$ cat src/rtl/maj_pkg.sv
`default_nettype none
// ============================================================================
//  Module   : maj_pkg
//  Purpose  : Shared constants and FSM state type for the majority-gate
//             operand loader.
//  Contents : MAJ_N      - operand width fed to the majority gate
//             MAJ_W      - stream chunk width
//             MAJ_THRESH - number of ones that makes the majority true
//             MAJ_HW_W   - Hamming-weight width
//             maj_ld_state_t - loader FSM states
//  Revision : 1.0 - initial release
// ============================================================================
package maj_pkg;

    localparam int MAJ_N      = 49;
    localparam int MAJ_W      = 7;
    localparam int MAJ_THRESH = (MAJ_N + 1) / 2;
    localparam int MAJ_HW_W   = $clog2(MAJ_N + 1);

    typedef enum logic [1:0] {
        ST_LOAD    = 2'd0,
        ST_SETTLE  = 2'd1,
        ST_CAPTURE = 2'd2,
        ST_RESULT  = 2'd3
    } maj_ld_state_t;

endpackage : maj_pkg
`default_nettype wire

$ cat src/rtl/chunk_popcount.sv
`default_nettype none
// ============================================================================
//  Module   : chunk_popcount
//  Purpose  : Combinational population count of one stream chunk.
//  Ports    : i_data  [W-1:0]  chunk bits
//             o_count [PW-1:0] number of ones in i_data
//  Revision : 1.0 - initial release
// ============================================================================
module chunk_popcount #(
    parameter int W  = 7,
    parameter int PW = $clog2(W + 1)
) (
    input  logic [W-1:0]  i_data,
    output logic [PW-1:0] o_count
);

    always_comb begin
        o_count = '0;
        for (int i = 0; i < W; i++) begin
            o_count = o_count + PW'(i_data[i]);
        end
    end

endmodule : chunk_popcount
`default_nettype wire

$ cat src/rtl/maj_operand_loader.sv
`default_nettype none
// ============================================================================
//  Module   : maj_operand_loader
//  Purpose  : Assembles a stream of W-bit chunks into an N-bit vector held
//             stable on maj_x, waits SETTLE_CYC cycles, captures the external
//             majority gate output maj_y and returns it with the vector's
//             Hamming weight on a valid/ready result channel.
//  Ports    : clk, rst_n (async, active low)
//             s_valid/s_ready/s_data[W-1:0]/s_last  chunk input stream
//             maj_x[N-1:0] -> gate inputs,  maj_y <- gate output
//             m_valid/m_ready/m_y/m_hw[HW_W-1:0]/m_short/m_err  result
//  Options  : MAJ_REFCHECK_EN - when defined, m_err flags a gate result that
//             disagrees with the Hamming-weight threshold; otherwise m_err=0.
//  Revision : 1.0 - initial release
// ============================================================================
module maj_operand_loader
    import maj_pkg::*;
#(
    parameter int N          = MAJ_N,
    parameter int W          = MAJ_W,
    parameter int SETTLE_CYC = 2,
    parameter int HW_W       = $clog2(N + 1)
) (
    input  logic            clk,
    input  logic            rst_n,
    input  logic            s_valid,
    output logic            s_ready,
    input  logic [W-1:0]    s_data,
    input  logic            s_last,
    output logic [N-1:0]    maj_x,
    input  logic            maj_y,
    output logic            m_valid,
    input  logic            m_ready,
    output logic            m_y,
    output logic [HW_W-1:0] m_hw,
    output logic            m_short,
    output logic            m_err
);

    localparam int NCH = N / W;
    localparam int CW  = $clog2(NCH + 1);
    localparam int PW  = $clog2(W + 1);
    localparam int SW  = (SETTLE_CYC > 1) ? $clog2(SETTLE_CYC) : 1;

    maj_ld_state_t   state_q, state_d;
    logic [CW-1:0]   cnt_q, cnt_d;
    logic [HW_W-1:0] hw_q, hw_d;
    logic            short_q, short_d;
    logic [N-1:0]    x_q, x_d;
    logic [SW-1:0]   settle_q, settle_d;
    logic            m_y_q, m_y_d;
    logic [HW_W-1:0] m_hw_q, m_hw_d;
    logic            m_short_q, m_short_d;

    logic [PW-1:0]   chunk_pc;
    logic            accept;
    logic            last_chunk;

    chunk_popcount #(
        .W  (W),
        .PW (PW)
    ) u_chunk_popcount (
        .i_data  (s_data),
        .o_count (chunk_pc)
    );

    assign accept     = s_valid && s_ready;
    // A vector ends on an explicit s_last or when its final slot is written.
    assign last_chunk = s_last || (cnt_q == CW'(NCH - 1));

    // ---------------------------------------------------------------- state
    always_ff @(posedge clk or negedge rst_n) begin
        if (!rst_n) begin
            state_q <= ST_LOAD;
        end else begin
            state_q <= state_d;
        end
    end

    // ----------------------------------------------------------- next state
    always_comb begin
        state_d = state_q;
        case (state_q)
            ST_LOAD: begin
                if (accept && last_chunk) begin
                    state_d = ST_SETTLE;
                end
            end
            ST_SETTLE: begin
                if (settle_q == '0) begin
                    state_d = ST_CAPTURE;
                end
            end
            ST_CAPTURE: begin
                state_d = ST_RESULT;
            end
            ST_RESULT: begin
                if (m_ready) begin
                    state_d = ST_LOAD;
                end
            end
            default: begin
                state_d = ST_LOAD;
            end
        endcase
    end

    // --------------------------------------------------------- FSM outputs
    // Both handshake outputs come straight from the state register, so there
    // is no combinational path from m_ready to s_ready.
    always_comb begin
        s_ready = (state_q == ST_LOAD);
        m_valid = (state_q == ST_RESULT);
    end

    // ------------------------------------------------------------ datapath
    always_comb begin
        cnt_d     = cnt_q;
        hw_d      = hw_q;
        short_d   = short_q;
        x_d       = x_q;
        settle_d  = settle_q;
        m_y_d     = m_y_q;
        m_hw_d    = m_hw_q;
        m_short_d = m_short_q;
        case (state_q)
            ST_LOAD: begin
                if (accept) begin
                    for (int k = 0; k < NCH; k++) begin
                        if (cnt_q == CW'(k)) begin
                            x_d[k*W +: W] = s_data;
                        end
                    end
                    hw_d     = hw_q + HW_W'(chunk_pc);
                    cnt_d    = cnt_q + CW'(1);
                    settle_d = SW'(SETTLE_CYC - 1);
                    if (s_last && (cnt_q != CW'(NCH - 1))) begin
                        short_d = 1'b1;
                    end
                end
            end
            ST_SETTLE: begin
                if (settle_q != '0) begin
                    settle_d = settle_q - SW'(1);
                end
            end
            ST_CAPTURE: begin
                m_y_d     = maj_y;
                m_hw_d    = hw_q;
                m_short_d = short_q;
            end
            ST_RESULT: begin
                if (m_ready) begin
                    x_d     = '0;
                    hw_d    = '0;
                    cnt_d   = '0;
                    short_d = 1'b0;
                end
            end
            default: begin
            end
        endcase
    end

    always_ff @(posedge clk or negedge rst_n) begin
        if (!rst_n) begin
            cnt_q     <= '0;
            hw_q      <= '0;
            short_q   <= 1'b0;
            x_q       <= '0;
            settle_q  <= '0;
            m_y_q     <= 1'b0;
            m_hw_q    <= '0;
            m_short_q <= 1'b0;
        end else begin
            cnt_q     <= cnt_d;
            hw_q      <= hw_d;
            short_q   <= short_d;
            x_q       <= x_d;
            settle_q  <= settle_d;
            m_y_q     <= m_y_d;
            m_hw_q    <= m_hw_d;
            m_short_q <= m_short_d;
        end
    end

    assign maj_x   = x_q;
    assign m_y     = m_y_q;
    assign m_hw    = m_hw_q;
    assign m_short = m_short_q;

    // ------------------------------------------------- reference check
`ifdef MAJ_REFCHECK_EN
    localparam int THRESH = (N + 1) / 2;

    logic m_err_q, m_err_d;
    logic ref_mismatch;

    // The gate's answer must agree with the popcount threshold.
    assign ref_mismatch = maj_y != (hw_q >= HW_W'(THRESH));

    always_comb begin
        m_err_d = m_err_q;
        if (state_q == ST_CAPTURE) begin
            m_err_d = ref_mismatch;
        end
    end

    always_ff @(posedge clk or negedge rst_n) begin
        if (!rst_n) begin
            m_err_q <= 1'b0;
        end else begin
            m_err_q <= m_err_d;
        end
    end

    assign m_err = m_err_q;
`else
    assign m_err = 1'b0;
`endif

endmodule : maj_operand_loader
`default_nettype wire
$ cat config.mk
export PLATFORM = sky130hd
export DESIGN_NAME = maj_operand_loader
export DESIGN_NICKNAME = d
export VERILOG_FILES = /design/src/rtl/maj_pkg.sv /design/src/rtl/chunk_popcount.sv /design/src/rtl/maj_operand_loader.sv
export SDC_FILE = /design/constraint.sdc
export NUM_CORES = 1
export LEC_CHECK = 0
export CORE_MARGIN = 4
export CORE_UTILIZATION = 43
export DETAILED_ROUTE_END_ITERATION = 6
export GPL_TIMING_DRIVEN = 0
export HOLD_SLACK_MARGIN = 0.06
export PLACE_DENSITY = 0.7
export SLEW_MARGIN = 20
export SYNTH_ARGS = -nofsm -noshare
export SYNTH_HDL_FRONTEND = slang
export SYNTH_SLANG_ARGS = --single-unit
$ cat constraint.sdc
create_clock -name clk -period 5.2 [get_ports clk]
set_input_delay 0.78 -clock clk [delete_from_list [all_inputs] [get_ports clk]]
set_output_delay 0.78 -clock clk [all_outputs]
set_load 0.005 [all_outputs]
* Yosys cells after proc, flatten, opt, wreduce, memory -nomap -nowiden *
Index checks and enable logic that the tools add are counted.

operators by class
  add/subtract/negate cells = 9
  equality and inequality tests = 22
  multiplexer cells = 27
  reductions and logical operators = 19

operators with widths
  operator                                               count
  two-way mux 49 bit                                     2
  one-hot mux 49 bit (2 select lines)                    1
  two-way mux 7 bit                                      7
  AND reduction 4 bit                                    8
  inequality test 2 x 1 -> 1 bit, second input constant  11
  adder 3 x 1 -> 3 bit                                   5
  two-way mux 6 bit                                      2
  one-hot mux 6 bit (2 select lines)                     1
  == test 3 bit, second input constant                   3
  one-hot mux 2 bit (4 select lines)                     1
  adder 6 x 3 -> 6 bit                                   1
  == test 3 x 2 -> 1 bit, second input constant          2
  two-way mux 2 bit                                      3
  two-way mux 3 bit                                      2
  one-hot mux 3 bit (2 select lines)                     1
  AND reduction 3 bit                                    2
  two-way mux 1 bit                                      5
  == test 2 bit, second input constant                   2
  one-hot mux 1 bit (2 select lines)                     2
  nonzero test 2 bit                                     2
  adder 3 x 1 -> 3 bit, second input constant            1
  == test 3 x 1 -> 1 bit, second input constant          1
  logical AND 1 bit                                      3
  zero test 3 bit                                        1
  other kinds (8)                                        8

storage, ports and cells
  register bits after elaboration = 70
  input bits = 13
  output and inout bits = 60
  logic and storage cells = 92

* Logic depth before layout (Yosys ltp) *
Gate-level depths: netlist of run 1.

  depth after elaboration = 9
  gate-level depth with buffers = 13
  gate-level depth less buffers = 13

* Cells and area by module *
Synthesis of run 1 repeated with hierarchy kept, for this count alone.

second synthesis, totals
  cells, all modules = 232
  area, all modules = 3,164.3 um^2

modules (own cells, without submodules)
  module              times used  cells an instance  area each (um^2)  seq. area each (um^2)
  maj_operand_loader  1           220                3,054.2           1,751.7
  chunk_popcount      1           12                 110.1             0.0

* Worst setup path after synthesis of run 1 *
Ideal clock, no wire load.

  path kind = input port to flip-flop
  start = input s_data[0]
  end = register hw_q[5]
  setup time = 0.077 ns
  data arrival time = 3.880 ns
  data required time = 5.123 ns
  slack = 1.243 ns
  cell stages on the path = 13
  buffers on the path = 0
  path through = ha_1 > inv_1 > fa_1 > fa_1 > inv_1 > ha_1 > fa_1 > xor2_1 > ha_1 > a21oi_1 > and2_1 > or4_1 > a21oi_1

on the way
  word-level cells in the longest chain between the ends = 9

ends and longest elaborated chain
  what                                RTL line                   text
  from (decl)                         maj_operand_loader.sv:28   input logic [W-1:0] s_data,
  adder 1 x 1 -> 2 bit                chunk_popcount.sv:20       o_count = o_count + PW'(i_data[i]);
  adder 3 x 1 -> 3 bit (5 in a row)   chunk_popcount.sv:20
  adder 6 x 3 -> 6 bit                maj_operand_loader.sv:134  hw_d = hw_q + HW_W'(chunk_pc);
  two-way mux 6 bit                   maj_operand_loader.sv:128  if (accept) begin
  one-hot mux 6 bit (2 select lines)  maj_operand_loader.sv:126  case (state_q)
  to (signal assigned)                maj_operand_loader.sv:177  hw_q <= hw_d;
  to (decl)                           maj_operand_loader.sv:47   logic [HW_W-1:0] hw_q, hw_d;

No other way between the ends. The select of a mux whose other input is x is not followed.
A chain may end at the register's enable or synchronous reset.

* Worst setup path in the final report of run 1 *
Same ends and word-level chain as after synthesis.

==> results of run 1 <==
[power breakdown]
group          total, W  leakage [nW]  switching, W  internal, W
Sequential     0.000958         0.872      0.000151     0.000807
Clock          0.000465        0.0973      0.000199     0.000266
Combinational   0.00143         0.915      0.000592     0.000843
[layout by cell type, fill, tap and decap left out, types with 2 or more instances in the layout]
master,instances
sky130_fd_sc_hd__a21oi_1,6
sky130_fd_sc_hd__a21oi_2,7
sky130_fd_sc_hd__and2b_1,3
sky130_fd_sc_hd__buf_2,3
sky130_fd_sc_hd__buf_4,3
sky130_fd_sc_hd__bufinv_16,2
sky130_fd_sc_hd__clkbuf_1,2
sky130_fd_sc_hd__clkbuf_8,9
sky130_fd_sc_hd__clkdlybuf4s50_1,69
sky130_fd_sc_hd__clkinvlp_4,3
sky130_fd_sc_hd__dfrtp_1,70
sky130_fd_sc_hd__fa_1,4
sky130_fd_sc_hd__ha_1,15
sky130_fd_sc_hd__inv_1,15
sky130_fd_sc_hd__mux2_2,59
sky130_fd_sc_hd__nand2_1,16
sky130_fd_sc_hd__nand2b_1,4
sky130_fd_sc_hd__nand3_1,6
sky130_fd_sc_hd__nor2_1,7
sky130_fd_sc_hd__nor2b_1,2
sky130_fd_sc_hd__o21ai_0,6
sky130_fd_sc_hd__o31ai_1,2
sky130_fd_sc_hd__xnor2_1,3
[worst max path at each step]
stage | from | endpoint | depth (start not counted)
finish | s_data[0] | hw_q[5]$_DFFE_PN0P_ | 14
global route | s_data[0] | hw_q[5]$_DFFE_PN0P_ | 14
CTS | s_data[0] | hw_q[5]$_DFFE_PN0P_ | 14
detailed placement | s_data[0] | hw_q[5]$_DFFE_PN0P_ | 14
global placement | s_data[0] | hw_q[5]$_DFFE_PN0P_ | 14
floorplan | s_data[0] | hw_q[5]$_DFFE_PN0P_ | 13
[layer usage]
layer	GRT usage [%]	share of wire, %
met1	21.6	44
met2	27.6	46
met3	7.81	8.9
met4	6.13	1.5
met5	0	0
[sequential cells by signal, indices dropped and copies added (netlist names)]
register  count
m_y           1
maj_x        49
state_q       2
m_hw          6
settle_q      1
hw_q          6
short_q       1
cnt_q         3
m_short       1
[cell families (layout without fill, tap and decap cells)]
logic type	Yosys count	count (layout)	synth area share [%]
AO/OA/AOI/OAI	27	27	5.77
XOR/XNOR	4	4	1.09
adder cells (fa/ha/maj)	19	19	8.29
buffers and inverters	22	108	2.91
flip-flops	70	70	54.2
multiplexers	60	60	20.9
other	1	1	0.116
AND/OR/NAND/NOR	43	43	6.70
[worst reg2reg max path, stage by stage, from the launching register on]
cell and delay [ns]:
sky130_fd_sc_hd__dfrtp_1 0.42, sky130_fd_sc_hd__inv_1 0.09, sky130_fd_sc_hd__ha_1 0.17, sky130_fd_sc_hd__buf_4 0.19
sky130_fd_sc_hd__mux2i_1 0.11, sky130_fd_sc_hd__buf_2 0.23, sky130_fd_sc_hd__a21oi_2 0.53, sky130_fd_sc_hd__mux2_2 0.42
[metrics by stage]
step	total power (W)	setup slack (ns)
finish	0.00286	1.01
global route	0.00307	0.781
CTS	0.00290	1.01
detailed placement	0.00242	0.663
global placement	0.00238	0.707
floorplan	0.00174	1.24
[cell type report]
| type | instances | area (µm²) | share of cell area [%] |
|---|---|---|---|
| Clock buffer | 9 | 124 | 2.89 |
| Inverter | 15 | 56.3 | 1.31 |
| Sequential cell | 70 | 1750 | 40.9 |
| Multi-Input combinational cell | 154 | 1380 | 32.3 |
| Clock inverter | 6 | 87.6 | 2.04 |
| Buffer | 7 | 37.5 | 0.876 |
| Tap cell | 99 | 124 | 2.89 |
| Timing Repair Buffer | 71 | 718 | 16.8 |
==> summary.md, run 1 <==
| Metric | Value |
|---|---|
| Most frequent cells after synthesis | sky130_fd_sc_hd__dfrtp_1, sky130_fd_sc_hd__mux2_2, sky130_fd_sc_hd__nand2_1 |
| Area fraction of the dominant cell type after synthesis | 54.2% |
| Top_reg_cell synth | sky130_fd_sc_hd__dfrtp_1 |
| Total Nets Final | 360 |
| Clock slew at the register clock pins of the worst setup and hold paths | 0.08 ns |
| Cell family contributing the most delay on the critical path | adder cells |
| Sum of buffers and inverters on the critical path | 3 |
| Number of nets in the synthesized netlist | 278 |
| Register bit count reported by yosys | 70 |
| Slew @ Worst Pin | 0.669 ns |
| Worst R2R Setup Slack | 2.93 ns |
| Number of global-route vias before repair | 2300 |
| Worst supply voltage drop on vdd | 0.340 mV |
| CTS tree | done |
| CTS resizes | 0 |
| Count of flip-flops with a built-in enable after synthesis | 0 |
| Final min period | 4.19 ns |
| # Max-Cap Violations | 0 |
| Sequential element share of the synthesized area | 54.2% |
| Antenna Diode Count | 0 |
| Initial Util | 44.3% |
| Detailed-route vias per instance | 4.99 |
| Pleak | 1.88 nW |
| Synth Instances | 246 |
| Total gr overflow | 0 |
| Cell taking the most area after synthesis | sky130_fd_sc_hd__dfrtp_1 |
| Clk Latency, worst-skew pair | 0.34 ns |
| DRC viols | 0 |
| Mapped cell area | 3230 µm² |
| Number of sinks on the clock net | 70 |
| Die extent in x | 94.7 µm |
| Maximum number of pins on one net before global-route repair | 37 |
| Post-synthesis average cell area | 13.1 µm² |
| Buffers from clock root to sink, at most | 2 |
| Total count of max-transition violations in the final report | 0 |
| R2r startpoint | state_q[0]$_DFFE_PN0P_ |
| Area of the die | 8960 µm² |
| Post-CTS Hold Buffers | 0 |
| Post-Route Utilization | 58.7% |
| Power Dens Cells | 667 nW/µm² |
| Final Wtd Congestion | 0.742 |
| Growth of design area from synthesis to finish | 32.6% |
| Hold crit path type | primary input to async pin |
| Post-route ant nets | 0 |
| First-pass GRT wire length | 11.8 mm |
| Cell depth of the worst flop-to-flop path | 7 |
| Placed Cells | 416 |
| Detailed Route WL | 7.13 mm |
| Root buf cell | sky130_fd_sc_hd__clkbuf_8 |
| Number of top-level pins | 73 |
| Worst Path Required | 5.46 ns |
| Capturing element type of the critical path | flip-flop |
| Outcome | finished clean |
| Fill cells | 646 |
| Final setup viols | 0 |
| Main area contributors after synthesis | sky130_fd_sc_hd__dfrtp_1, sky130_fd_sc_hd__mux2_2, sky130_fd_sc_hd__ha_1 |
| Worst slew margin | 55.4% |
| Critical path class | primary input to flip-flop |
| FP Rows | 31 |
| Fmax | 239 MHz |
| Max Fanout on Critical Path | 4 |
| Floorplan Core Area | 7290 µm² |
| Post-DP Area | 4070 µm² |
| Share of cells above drive strength 1 | 27.1% |
| Period utilization | 80.6% |
| Total CTS buffers | 9 |
| Count of synthesis-stage warnings from yosys | 0 |
| Post-DP HPWL | 5.14 mm |
| RSZ-0062 raised after global routing | false |
| Global-route usage over all layers | 17.6% |
| Setup repair bufs after CTS | 0 |
| Number of distinct library cells after synthesis | 33 |
| Quantity of I/O buffers inserted on ports | 70 |
| Terminus of the critical flop-to-flop path | maj_x[44]$_DFFE_PN0P_ |
| Chip height | 94.7 µm |
| Total Negative Setup Slacks | 0 ns |
| Final Hold Slack | 0.400 ns |
| First-pass DRT Iterations | 4 |
| Slowest cell delay on critical path | 0.49 ns |
| DRT iter0 DRCs | 47 |
| Routed len/inst | 16.5 µm |
| Number of antenna violations at the first check in global routing | 0 |
| Worst setup skew after layout | 0.00537 ns |
| Count of vias placed by the detailed router | 2152 |
| Critical-path cell with the highest stage delay | sky130_fd_sc_hd__fa_1 |
| Most instantiated library cell after synthesis | sky130_fd_sc_hd__dfrtp_1 |
| Ordered list of cells on the worst path | clkdlybuf4s50_1 > ha_1 > inv_1 > fa_1 > fa_1 > inv_1 > ha_1 > fa_1 > xor2_1 > ha_1 > a21oi_1 > and2_1 > or4_1 > a21oi_1 |
| Design area | 4280 µm² |
| Number of cells in the finished layout apart from fillers | 431 |
| Startpoint Class | primary input |
| Fin. Hold Viols | 0 |
| H-tree lvl count | 3 |
| CP arrival | 4.45 ns |
| Synth async-reset ratio | 100% |
Note: power is estimated with default switching activity, not from simulation.
==> run 2, diff against run 1 <==
PLACE_DENSITY = 0.73   (was 0.7)
clock period = 3.8 ns   (was 5.2 ns; I/O delays follow)
==> summary.md, run 2 (synthesized netlist as in run 1, its figures left out) <==
| Metric | Value |
|---|---|
| Outcome | finished clean |
| Area of the die | 8960 µm² (unchanged) |
| CTS tree | done |
| Post-route ant nets | 0 (unchanged) |
| Worst supply voltage drop on vdd | 0.438 mV (+29%) |
| Initial Util | 44.3% (unchanged) |
| Die extent in x | 94.7 µm (unchanged) |
| Period utilization | 96.4% |
| Sequential cell area | 1750 µm² (unchanged) |
| Detailed Route WL | 7.17 mm (+0.58%) |
| Design area | 4310 µm² (+0.58%) |
| Critical path origin | s_data[1] |
| Buffers from clock root to sink, at most | 2 (unchanged) |
| Detailed-route vias per instance | 5.01 (+0.32%) |
| Share of cells above drive strength 1 | 30.1% (+3.0 points) |
| Capturing element type of the critical path | flip-flop |
| Total CTS buffers | 9 (unchanged) |
| H-tree lvl count | 3 (unchanged) |
| Slowest cell delay on critical path | 0.54 ns (+0.05 ns) |
| Power Dens Cells | 909 nW/µm² (+36%) |
| Number of global-route vias before repair | 2387 (+3.8%) |
| Fill cells | 634 (-1.9%) |
| Final Hold Slack | 0.145 ns (-0.255 ns) |
| # Max-Cap Violations | 0 (unchanged) |
| Commonest non-fill, non-tap cell in the layout | sky130_fd_sc_hd__dfrtp_1 |
| Number of antenna violations at the first check in global routing | 0 (unchanged) |
| Max Fanout on Critical Path | 4 (unchanged) |
| Final min period | 3.66 ns |
| DRT iter0 DRCs | 56 (+19%) |
| Slew @ Worst Pin | 0.662 ns (-0.00710 ns) |
| Worst slew margin | 55.9% (+0.47 points) |
| Worst Path Required | 4.08 ns (-1.38 ns) |
| FP Rows | 31 (unchanged) |
| Highest-count cells in the layout ignoring fill and taps | sky130_fd_sc_hd__dfrtp_1, sky130_fd_sc_hd__clkdlybuf4s50_1, sky130_fd_sc_hd__mux2_2 |
| Number of sinks on the clock net | 70 (unchanged) |
| Sum of buffers and inverters on the critical path | 3 (unchanged) |
| Ordered list of cells on the worst path | clkdlybuf4s15_1 > ha_1 > inv_1 > fa_1 > fa_1 > inv_1 > ha_2 > fa_2 > xor2_1 > ha_1 > a21oi_2 > and2_4 > or4_1 > a21oi_1 |
| Total gr overflow | 0 (unchanged) |
| Fin. Hold Viols | 0 (unchanged) |
| Area occupied by multi-input gates | 1410 µm² (+1.5%) |
| Clock slew at the register clock pins of the worst setup and hold paths | 0.07 ns (about the same) |
| CP arrival | 3.94 ns (-0.51 ns) |
| Hold crit path type | primary input to async pin |
| Number of flip-flops in the largest register | 49 (unchanged) |
| Floorplan Core Area | 7290 µm² (unchanged) |
| First-pass DRT Iterations | 4 (unchanged) |
| Startpoint Class | primary input |
| Post-DP HPWL | 5.15 mm (+0.36%) |
| Pre-CTS WS | -0.533 ns (-1.20 ns) |
| Post-DP Area | 4070 µm² (unchanged) |
| Antenna Diode Count | 0 (unchanged) |
| Final setup viols | 0 (unchanged) |
| Growth of design area from synthesis to finish | 33.4% |
| Global-route usage over all layers | 18.1% (+0.53 points) |
| Total Nets Final | 362 (+0.56%) |
| Quantity of I/O buffers inserted on ports | 70 (unchanged) |
| Critical-path cell with the highest stage delay | sky130_fd_sc_hd__fa_1 |
| DRC viols | 0 (unchanged) |
| RSZ-0062 raised after global routing | false |
| Fmax | 273 MHz |
| Routed len/inst | 16.5 µm (-0.12%) |
| Post-Route Utilization | 59.1% (+0.34 points) |
| PnR worst setup slack | 0.138 ns (-0.872 ns) |
| Final Wtd Congestion | 0.773 (+4.1%) |
| Total count of max-transition violations in the final report | 0 (unchanged) |
| Cell family contributing the most delay on the critical path | adder cells |
| Count of vias placed by the detailed router | 2174 (+1.0%) |
| Post-CTS Hold Buffers | 0 (unchanged) |
| Root buf cell | sky130_fd_sc_hd__clkbuf_8 |
| Maximum number of pins on one net before global-route repair | 40 (+8.1%) |
| Critical path class | primary input to flip-flop |
| Number of top-level pins | 73 (unchanged) |
| R2r startpoint | state_q[0]$_DFFE_PN0P_ |
| Worst setup skew after layout | 0.00820 ns (+0.00283 ns) |
| Clk Latency, worst-skew pair | 0.36 ns (+0.02 ns) |
| Pleak | 1.91 nW (+1.4%) |
| First-pass GRT wire length | 12.1 mm (+2.4%) |
| Chip height | 94.7 µm (unchanged) |
-- run 2: worst register-to-register path, stage by stage (launching register included) --
cell,delay [ns]
sky130_fd_sc_hd__dfrtp_1,0.42
sky130_fd_sc_hd__inv_1,0.09
sky130_fd_sc_hd__ha_1,0.18
sky130_fd_sc_hd__buf_4,0.19
sky130_fd_sc_hd__mux2i_1,0.10
sky130_fd_sc_hd__buf_2,0.22
sky130_fd_sc_hd__a21oi_2,0.52
sky130_fd_sc_hd__mux2_2,0.41
-- run 2: worst paths after layout --
check                                             end  slack [ns]  cells after the start
worst max register to register   maj_x[3]$_DFFE_PN0P_        1.55                      7
max in group asynchronous       maj_x[25]$_DFFE_PN0P_        3.11                      2
worst min register to register    m_hw[2]$_DFFE_PN0P_        0.50                      1
worst max-delay path              hw_q[5]$_DFFE_PN0P_        0.14                     14
min in group clk                  m_hw[2]$_DFFE_PN0P_        0.50                      1
worst min-delay path                  m_y$_DFFE_PN0P_        0.15                      1
-- run 2: metal layers --
metal	global-route usage, %	part of all wire, %	routed length [µm]
met5	0	0	0
met4	7.21	2.2	157
met3	8.84	9.6	688
met2	27.9	45	3220
met1	21.8	43	3100
-- run 2: final cells by class --
| class | count | share of cell area, % |
|---|---|---|
| flip-flops and latches | 70 | 40.7 |
| multi-input cells | 154 | 32.6 |
| repair buffers | 73 | 17.0 |
| clock buffers | 11 | 3.28 |
| well taps | 99 | 2.88 |
| clock inverters | 5 | 1.37 |
| inverters | 15 | 1.31 |
| plain buffers | 7 | 0.871 |
-- run 2: per-stage QoR --
stage / std cells / power [W] / TNS, ns
floorplan: 246 / 0.00238 / 0
global placement: 415 / 0.00325 / -15.09
detailed placement: 416 / 0.00331 / -1.19
CTS: 434 / 0.00396 / 0
global route: 434 / 0.00422 / 0
finish: 434 / 0.00392 / 0
-- run 2: power by group --
group	total, W	switching, W	internal (W)
Combinational	0.00199	0.000817	0.00117
Clock	0.000611	0.000290	0.000321
Sequential	0.00131	0.000210	0.00110
Total	0.00392	0.00132	0.00260
-- run 2: repair_timing --
item / 4_1_cts / 5_1_grt
resized for setup: 6 / 9
setup buffers: 2 / 0
hold endpoints to repair: 0 / 0
pin swaps: 5 / 9
endpoints found under the setup margin: 1 / 2
